## src/rtl/i2c_slave.sv

```systemverilog
// I2C target that emulates a small byte-addressed register file.
// SCL/SDA are oversampled by clk; all bus decisions are taken on
// synchronized edge events, and SDA is only changed on SCL falling events.
module i2c_slave #(
  parameter logic [6:0] SLAVE_ADDRESS = 7'h76,
  parameter int         ADDR_WIDTH    = 4
) (
  input  logic                  clk,
  input  logic                  rst,
  input  logic                  scl,
  input  logic                  sda_in,
  output logic                  sda_out,
  input  logic                  ext_load_en,
  input  logic [ADDR_WIDTH-1:0] ext_load_addr,
  input  logic [7:0]            ext_load_data,
  output logic [7:0]            ext_data_out,
  output logic                  ext_wr_strobe,
  output logic [ADDR_WIDTH-1:0] ext_wr_addr,
  output logic                  busy
);

  localparam int                    DEPTH     = 2 ** ADDR_WIDTH;
  localparam logic [ADDR_WIDTH-1:0] PTR_ONE   = {{(ADDR_WIDTH-1){1'b0}}, 1'b1};
  localparam logic [3:0]            LAST_BIT  = 4'd7;
  localparam logic [3:0]            BYTE_DONE = 4'd8;

  typedef enum logic [2:0] {
    IDLE,      // ignore the bus until a START
    ADDR,      // shift in 7-bit address + R/W
    ADDR_ACK,  // drive address ACK for one SCL period
    REG,       // shift in register pointer byte
    WDATA,     // shift in write data byte
    WACK,      // drive ACK after pointer or data byte
    RDATA,     // shift out read data byte
    RACK       // sample the master's ACK/NACK
  } state_t;

  logic scl_s1, scl_s2, scl_d;
  logic sda_s1, sda_s2, sda_d;
  logic scl_rise, scl_fall, start_ev, stop_ev;
  logic [7:0] rx_byte;

  state_t                state, state_n;
  logic [3:0]            bit_cnt, bit_cnt_n;
  logic [7:0]            rx_sr, rx_sr_n;
  logic [7:0]            tx_sr, tx_sr_n;
  logic                  sda_q, sda_q_n;
  logic                  rw, rw_n;
  logic                  mack, mack_n;
  logic                  busy_n;
  logic [ADDR_WIDTH-1:0] ptr, ptr_n;
  logic                  wr_en;
  logic [7:0]            regs [DEPTH];

  // Two-flop synchronizers plus a history flop for edge detection.
  always_ff @(posedge clk or negedge rst) begin
    if (!rst) begin
      {scl_s1, scl_s2, scl_d} <= 3'b111;
      {sda_s1, sda_s2, sda_d} <= 3'b111;
    end else begin
      // NOTE: non-blocking assignments make every flop sample the pre-edge
      // value, so the chain really is three stages deep.
      scl_s1 <= scl;
      scl_s2 <= scl_s1;
      scl_d  <= scl_s2;
      sda_s1 <= sda_in;
      sda_s2 <= sda_s1;
      sda_d  <= sda_s2;
    end
  end

  assign scl_rise = scl_s2 & ~scl_d;
  assign scl_fall = ~scl_s2 & scl_d;
  assign start_ev = scl_s2 & scl_d & sda_d & ~sda_s2;
  assign stop_ev  = scl_s2 & scl_d & ~sda_d & sda_s2;
  assign rx_byte  = {rx_sr[6:0], sda_s2};

  // Next-state logic: START/STOP override everything, else per-state bit handling.
  always_comb begin
    // NOTE: every variable gets its hold value first so no path infers a latch.
    state_n   = state;
    bit_cnt_n = bit_cnt;
    rx_sr_n   = rx_sr;
    tx_sr_n   = tx_sr;
    sda_q_n   = sda_q;
    rw_n      = rw;
    mack_n    = mack;
    busy_n    = busy;
    ptr_n     = ptr;
    wr_en     = 1'b0;

    if (start_ev) begin
      state_n   = ADDR;
      bit_cnt_n = '0;
      sda_q_n   = 1'b1;
      busy_n    = 1'b1;
    end else if (stop_ev) begin
      state_n = IDLE;
      sda_q_n = 1'b1;
      busy_n  = 1'b0;
    end else begin
      unique case (state)
        IDLE: ;
        ADDR, REG, WDATA: begin
          if (scl_rise && bit_cnt < BYTE_DONE) begin
            rx_sr_n   = rx_byte;
            bit_cnt_n = bit_cnt + 4'd1;
            if (bit_cnt == LAST_BIT && state == REG) begin
              ptr_n = rx_byte[ADDR_WIDTH-1:0];
            end
            if (bit_cnt == LAST_BIT && state == WDATA) begin
              wr_en = 1'b1;
              ptr_n = ptr + PTR_ONE;
            end
          end else if (scl_fall && bit_cnt == BYTE_DONE) begin
            if (state != ADDR) begin
              sda_q_n = 1'b0;
              state_n = WACK;
            end else if (rx_sr[7:1] == SLAVE_ADDRESS) begin
              sda_q_n = 1'b0;
              rw_n    = rx_sr[0];
              state_n = ADDR_ACK;
            end else begin
              sda_q_n = 1'b1;
              state_n = IDLE;
            end
          end
        end
        ADDR_ACK: begin
          if (scl_fall) begin
            if (!rw) begin
              sda_q_n   = 1'b1;
              bit_cnt_n = '0;
              state_n   = REG;
            end else begin
              sda_q_n   = regs[ptr][7];
              tx_sr_n   = {regs[ptr][6:0], 1'b0};
              bit_cnt_n = 4'd1;
              state_n   = RDATA;
            end
          end
        end
        WACK: begin
          if (scl_fall) begin
            sda_q_n   = 1'b1;
            bit_cnt_n = '0;
            state_n   = WDATA;
          end
        end
        RDATA: begin
          if (scl_fall) begin
            if (bit_cnt == BYTE_DONE) begin
              sda_q_n = 1'b1;
              ptr_n   = ptr + PTR_ONE;
              state_n = RACK;
            end else begin
              sda_q_n   = tx_sr[7];
              tx_sr_n   = {tx_sr[6:0], 1'b0};
              bit_cnt_n = bit_cnt + 4'd1;
            end
          end
        end
        RACK: begin
          if (scl_rise) begin
            mack_n = sda_s2;
          end else if (scl_fall) begin
            if (!mack) begin
              sda_q_n   = regs[ptr][7];
              tx_sr_n   = {regs[ptr][6:0], 1'b0};
              bit_cnt_n = 4'd1;
              state_n   = RDATA;
            end else begin
              sda_q_n = 1'b1;
              state_n = IDLE;
            end
          end
        end
      endcase
    end
  end

  // FSM state, shifters, pointer and host-side write report.
  always_ff @(posedge clk or negedge rst) begin
    if (!rst) begin
      state         <= IDLE;
      bit_cnt       <= '0;
      rx_sr         <= '0;
      tx_sr         <= '0;
      sda_q         <= 1'b1;
      rw            <= 1'b0;
      mack          <= 1'b1;
      busy          <= 1'b0;
      ptr           <= '0;
      ext_wr_strobe <= 1'b0;
      ext_data_out  <= '0;
      ext_wr_addr   <= '0;
    end else begin
      state         <= state_n;
      bit_cnt       <= bit_cnt_n;
      rx_sr         <= rx_sr_n;
      tx_sr         <= tx_sr_n;
      sda_q         <= sda_q_n;
      rw            <= rw_n;
      mack          <= mack_n;
      busy          <= busy_n;
      ptr           <= ptr_n;
      ext_wr_strobe <= wr_en;
      if (wr_en) begin
        ext_data_out <= rx_byte;
        ext_wr_addr  <= ptr;
      end
    end
  end

  // Register file: host preload first, bus write last so the bus wins a collision.
  always_ff @(posedge clk or negedge rst) begin
    if (!rst) begin
      // NOTE: the file is small and must read back as zero after reset, so it
      // is built from resettable flops rather than a RAM macro.
      for (int i = 0; i < DEPTH; i++) regs[i] <= '0;
    end else begin
      if (ext_load_en) regs[ext_load_addr] <= ext_load_data;
      if (wr_en)       regs[ptr]           <= rx_byte;
    end
  end

  assign sda_out = sda_q;

endmodule

```

## config.mk

```make
export PLATFORM = sky130hd
export DESIGN_NAME = i2c_slave
export DESIGN_NICKNAME = d
export VERILOG_FILES = /design/src/rtl/i2c_slave.sv
export SDC_FILE = /design/constraint.sdc
export NUM_CORES = 1
export LEC_CHECK = 0
export CORE_MARGIN = 10
export CORE_UTILIZATION = 62
export CTS_CLUSTER_SIZE = 16
export DETAILED_ROUTE_END_ITERATION = 6
export PLACE_DENSITY = 0.8
export SETUP_SLACK_MARGIN = 0.5
export SYNTH_ARGS = -nofsm -noshare
export SYNTH_HDL_FRONTEND = slang
export SYNTH_SLANG_ARGS = --single-unit
```

## constraint.sdc

```tcl
create_clock -name clk -period 2.6 [get_ports clk]
set_input_delay 0.26 -clock clk [delete_from_list [all_inputs] [get_ports clk]]
set_output_delay 0.26 -clock clk [all_outputs]
set_load 0.01 [all_outputs]
```

==> flow_summary.json, run 1 <==
{
  "final_area_mm2": 0.0112,
  "clkTransAtPathRegs_ns": 0.06,
  "gr-usage-all-layers": 0.244,
  "power.leakage_nw": 4.90,
  "cts_tree": "built",
  "core_region_area_mm2": 0.0153,
  "p_comb_frac": 0.207,
  "finClkSkew_ns": 0.00913,
  "postPlaceCellArea_mm2": 0.0104,
  "area_growth_pct": 14.6,
  "gp_congestion": 0.919,
  "num_rows": 45,
  "grt_use_met1": 0.327,
  "setup_tns_ns": 0,
  "die_x_um": 146,
  "synth-async-reset-ratio": 1.00,
  "cap_violations": 0,
  "cp.arrival_ns": 2.42,
  "clockBufferDepth": 2,
  "cts-root-buf": "clkbuf_16",
  "hpwl_um": 17100,
  "synth-edff-count": 0,
  "p_int_w": 0.00551,
  "synth.top_cell.area_share": 0.433,
  "post-route-min-period_ns": 2.10,
  "htree_levels": 4,
  "irDropWorstVdd_mv": 0.773,
  "synth_top_area_cell": "dfrtp_1",
  "grt_busiest_layer": "met2",
  "hold_violations": 0,
  "avgViaCountPerCell": 6.48,
  "synth_nets": 973,
  "drt_wl_total_um": 27000,
  "p_sw_w": 0.00236,
  "vias": 7818,
  "path_class": "flip-flop to flip-flop",
  "status": "finished, final reports clean",
  "post_drt_wl_per_cell_um": 22.4,
  "synth_area_leaders": "dfrtp_1 43%, mux2i_1 17%, a21oi_1 7.2%",
  "hp-class": "primary input to flip-flop",
  "path_max_fanout": 9,
  "drv_slew": 0,
  "synth_commonest_cells": "169 x dfrtp_1, 166 x mux2i_1, 153 x nor2_1",
  "setup_viol": 0,
  "synth.avg_cell_area_um2": 10.3,
  "drc": 0,
  "grt_pass1_wl_um": 41400,
  "synth_most_common_cell": "dfrtp_1",
  "insertion_delay_ns": 0.44,
  "final_core_util": 0.731,
  "synth-seq-cells": 177,
  "nFillCells": 1133,
  "synth-main-ff-cell": "dfrtp_1",
  "die_y_um": 146,
  "first_iter_violations": 1037,
  "gr-total-overflow": 0,
  "powerDensity_mw_per_mm2": 703,
  "tightest_slew_ns": 0.977,
  "grt_setup_unrepaired": "yes",
  "use_met3": 0.0562,
  "pin_count": 32,
  "grt_max_degree": 75,
  "relSlewSlack": 0.348,
  "grt_antenna_before_repair": 0,
  "drt_first_pass_iters": 5,
  "cts_sinks": 177,
  "antenna_left": 0,
  "swShare": 0.300,
  "start_util": 0.638,
  "netlist_area_mm2": 0.00977,
  "synth_warnings": 0,
  "grt_pass1_vias": 7325,
  "worstPathRequired_ns": 2.92,
  "fin_nets": 1008,
  "io_buffer_count": 31,
  "die-area_mm2": 0.0212,
  "seq_power_share": 0.469,
  "drive_gt1_frac": 0.163,
  "seq_area_frac_synth": 0.455,
  "crit_path_end_kind": "flip-flop",
  "postSynthCellCount": 950,
  "max_freq_mhz": 477,
  "pwr-share-clk": 0.323,
  "crit_path_start_kind": "flip-flop",
  "period_share": 0.806,
  "synth_cell_types": 59,
  "cts_buffers": 17,
  "diodes": 0,
  "met2_usage": 0.378
}
[path summary, 6_finish.rpt]
kind	startpoint	end	slack [ns]	cells past startpoint
setup / recovery	ptr[0]	tx_sr[6]	0.50	6
max in group asynchronous	rst	mack	1.34	3
hold / removal	scl	scl_s1	0.23	1
setup reg to reg	ptr[0]	tx_sr[6]	0.50	6
min in group asynchronous	rst	regs[105]	0.44	2
hold reg to reg	sda_s1	sda_s2	0.36	0
[through the flow]
stage	total power, W	instances	worst slack (ns)	hold WS [ns]
5_1_grt	0.00818	1206	0.472	0.240
2_1_floorplan	0.00469	950	0.497	-0.0356
3_5_place_dp	0.00529	1164	0.413	0.344
6_report	0.00787	1206	0.505	0.225
3_3_place_gp	0.00521	1164	0.449	0.340
4_1_cts	0.00781	1194	0.456	0.224
[layout by cell type (no fill, tap or decap), drive strengths merged, types with 4 or more instances in the layout]
cell type / Yosys / routed
nand3b: 6 / 6
dfrtp: 169 / 169
inv: 10 / 10
buf: 38 / 62
mux4: 13 / 13
mux2i: 166 / 166
nand2b: 9 / 9
and2: 4 / 4
a22oi: 11 / 11
nor2: 153 / 153
clkbuf: 41 / 25
dfstp: 8 / 8
mux2: 27 / 27
nand4: 18 / 19
o31ai: 7 / 7
clkdlybuf4s50: 0 / 30
ha: 6 / 6
nor4: 4 / 4
o22ai: 7 / 7
a31oi: 5 / 5
a21oi: 141 / 141
nand2: 28 / 28
nand3: 5 / 5
nor2b: 6 / 6
a221oi: 4 / 4
a22o: 7 / 7
o21ai: 17 / 17
[worst max-delay path, stage by stage (launching register included)]
cell,delay (ns)
dfrtp_2,0.51
buf_4,0.22
and2_1,0.21
a22o_1,0.25
a221oi_1,0.34
o22ai_1,0.16
o31ai_1,0.29
[flip-flops by register name (all words and copies together) (netlist names), 3 cells and up]
signal,cells
ext_wr_addr,4
regs,128
state,3
tx_sr,7
ptr,4
rx_sr,8
bit_cnt,4
ext_data_out,8
[power by group through the flow]
stage          clock, W  sequential (W)  combinational, W
2_1_floorplan         0         0.00356           0.00113
3_3_place_gp          0         0.00369           0.00153
3_5_place_dp          0         0.00371           0.00158
4_1_cts         0.00255         0.00367           0.00159
5_1_grt         0.00267         0.00375           0.00177
6_report        0.00254         0.00369           0.00163
[kinds of logic after synthesis]
group	after synthesis	synth area share
AO/OA/AOI/OAI	219	0.132
adder cells (fa/ha/maj)	6	0.00769
AND/OR/NAND/NOR	251	0.133
multiplexers	206	0.231
XOR/XNOR	2	0.00179
buffers and inverters	89	0.0398
flip-flops	177	0.455
[repair_timing]
action,4_1_cts,5_1_grt
hold buffers,1,0
gates resized for setup,7,10
hold endpoints to repair,69,0
setup buffers,0,10
setup endpoints to repair,42,146
cloned,0,2
pin swaps,0,4
[per-layer routing]
metal | routed length, um | share of wire | up-vias
met5 | 38 | 0.0014 | -
met4 | 884 | 0.033 | 2
met3 | 2430 | 0.090 | 76
met2 | 12500 | 0.46 | 396
met1 | 11100 | 0.41 | 3848
li1 | - | - | 3496
[cell type report]
cell class	instances	area, um2	share of cell area
Clock buffer	24	492	0.0439
Clock inverter	5	80.1	0.00715
Inverter	10	37.5	0.00335
Multi-Input combinational cell	685	4990	0.446
Sequential cell	177	4450	0.397
Tap cell	211	264	0.0236
Timing Repair Buffer	94	883	0.0789
Power figures use the tool's default switching activity.
==> run 2: changes to the inputs <==
Settings changed: CORE_UTILIZATION 62 to 56, PLACE_DENSITY 0.8 to 0.77.
Clock period 2.6 ns to 1.7 ns, I/O delays scaled along.
==> run 2 against run 1 <==
The flow now finishes with violations (setup timing). Clock skew up 0.0044 ns. Maximum frequency rose by 2.6%. Register-to-register slack got worse by 0.85 ns. Sequential cell count did not move. Worst setup slack worse by 0.85 ns. Critical endpoint is now ptr[2]. Highest routed layer is now met4. Sequential share of layout area fell by 7.6 points.
==> flow_summary.json, run 2 (same netlist as run 1, synthesis figures left out) <==
{
  "antenna_left": 0,
  "gp_congestion": 0.932,
  "die_y_um": 152,
  "path_cells": "buf_6 -> nand2b_1 -> buf_4 -> xnor2_1 -> o32ai_4 -> buf_6 -> o21ai_0 -> a22oi_1",
  "diodes": 0,
  "die-area_mm2": 0.0231,
  "cts_buffers": 17,
  "hpwl_um": 18800,
  "final_common_cell": "dfrtp_1",
  "post-route-min-period_ns": 2.04,
  "fin_nets": 1112,
  "io_buffer_count": 31,
  "cp.arrival_ns": 2.39,
  "worstPathRequired_ns": 2.04,
  "whs_path_depth": 1,
  "drt_first_pass_iters": 7,
  "gr-total-overflow": 0,
  "path_max_fanout": 13,
  "insertion_delay_ns": 0.44,
  "hp-class": "primary input to flip-flop",
  "whs_ns": 0.135,
  "crit_path_end_kind": "flip-flop",
  "r2r_start": "state[2]",
  "top_regs": "regs x128, ext_data_out x8, rx_sr x8",
  "hold_violations": 0,
  "avgViaCountPerCell": 6.84,
  "reg2reg_slack_ns": -0.34,
  "drt_wl_total_um": 36300,
  "regMostFlops": "regs",
  "first_iter_violations": 1059,
  "grt_setup_unrepaired": "yes",
  "grt_antenna_before_repair": 0,
  "num_rows": 48,
  "seq_power_share": 0.408,
  "irDropWorstVdd_mv": 0.999,
  "setup_tns_ns": -27.50,
  "core_region_area_mm2": 0.0172,
  "rr_worst_depth": 8,
  "final_area_mm2": 0.0139,
  "layout_common_cells": "166 x dfrtp_1, 163 x mux2i_1, 107 x a21oi_2",
  "p_sw_w": 0.00465,
  "start_util": 0.569,
  "tightest_slew_ns": 0.586,
  "path_common_cell": "buf_6",
  "clkTransAtPathRegs_ns": 0.07,
  "die_x_um": 152,
  "pwr-share-clk": 0.319,
  "area_growth_pct": 41.9,
  "max_freq_mhz": 490,
  "min_to": "scl_s1",
  "powerDensity_mw_per_mm2": 1010,
  "rr_endpoint": "ptr[2]",
  "cts-root-buf": "clkbuf_16",
  "vias": 9072,
  "grt_pass1_wl_um": 50600,
  "postPlaceCellArea_mm2": 0.0117,
  "htree_levels": 4,
  "finClkSkew_ns": 0.0135,
  "nFillCells": 907,
  "period_share": 1.20,
  "p_int_w": 0.00933,
  "grt_max_degree": 69,
  "grt_pass1_vias": 8863,
  "status": "complete, but fails checks",
  "max_stage_delay_ns": 0.40,
  "drv_slew": 0,
  "path_class": "flip-flop to flip-flop",
  "post_drt_wl_per_cell_um": 27.4,
  "power.leakage_nw": 5.80,
  "drive_gt1_frac": 0.508,
  "cap_violations": 0,
  "clockBufferDepth": 2,
  "swShare": 0.333,
  "setup_slack_ns": -0.342,
  "pin_count": 32,
  "largest_reg_flops": 128,
  "cts_sinks": 177,
  "relSlewSlack": 0.608,
  "crit_slowest_cell": "dfrtp_1",
  "crit_path_start_kind": "flip-flop",
  "drc": 0,
  "cts_tree": "built",
  "setup_viol": 159,
  "violations": "setup timing",
  "min_from": "scl",
  "p_comb_frac": 0.273,
  "gr-usage-all-layers": 0.273
}
-- run 2: changes by cell type in the layout (fill, tap and decap cells not counted), sizes merged, moves of 2 or more --
cell | before | now
inv | 10 | 8
clkinv | 1 | 4
buf | 62 | 178
clkdlybuf4s50 | 30 | 15
bufinv | 2 | 5
-- run 2: how the worst max path moves through the flow --
stage	startpoint	end	slack, ns	cells past startpoint
after floorplan	bit_cnt[1]	ext_data_out[0]	-0.18	7
after global placement	ext_load_en	regs[97]	-0.33	7
after detailed placement	ext_load_en	regs[100]	-0.33	7
after CTS	ptr[1]	sda_out	-0.17	7
after global routing	state[2]	ptr[2]	-0.37	8
final	state[2]	ptr[2]	-0.34	8
-- run 2: per-layer routing --
metal,part of all wire,GRT usage,wire length (um),vias to the layer above
li1,-,-,-,3709
met1,0.37,0.350,13500,4490
met2,0.47,0.429,17200,665
met3,0.089,0.0522,3230,208
met4,0.065,0.144,2360,0
met5,0,0,0,-
-- run 2: power groups by stage --
stage               clock network, W  logic (W)  registers, W
finish                       0.00446    0.00382       0.00570
CTS                          0.00440    0.00338       0.00562
detailed placement                 0    0.00300       0.00565
global route                 0.00464    0.00401       0.00575
floorplan                          0    0.00204       0.00544
global placement                   0    0.00290       0.00562
-- run 2: what timing repair did --
item / CTS / global route
endpoints found under the setup margin: 186 / 172
gates resized for setup: 247 / 107
endpoints found under the hold margin: 172 / 0
cloned: 6 / 4
pin swaps: 23 / 11
buffers inserted: 30 / 3
hold buffers: 1 / 0
-- run 2: final cells by class --
cell class	instances	area (um2)	area share
multi-input combinational	684	6350	0.458
sequential	177	4450	0.321
timing repair buffer	199	2080	0.150
clock buffer	21	470	0.0340
tap	225	282	0.0203
clock inverter	10	181	0.0131
inverter	10	47.5	0.00343
-- run 2: through the flow --
| step | setup WS, ns | std cells | total power [W] | util |
|---|---|---|---|---|
| 2_1_floorplan | -0.178 | 950 | 0.00748 | - |
| 3_3_place_gp | -0.329 | 1251 | 0.00852 | 0.679 |
| 3_5_place_dp | -0.329 | 1251 | 0.00865 | 0.679 |
| 4_1_cts | -0.169 | 1319 | 0.0134 | 0.772 |
| 5_1_grt | -0.368 | 1326 | 0.0144 | 0.807 |
| 6_report | -0.342 | 1326 | 0.0140 | 0.807 |
-- run 2: critical path: cells and delay by family (launching register included) --
family / cells / cell delay (ns)
buf+inv: 3 / 0.56
xor+xnor: 1 / 0.19
simple gates: 1 / 0.12
compound gates: 3 / 0.67
flops: 1 / 0.40
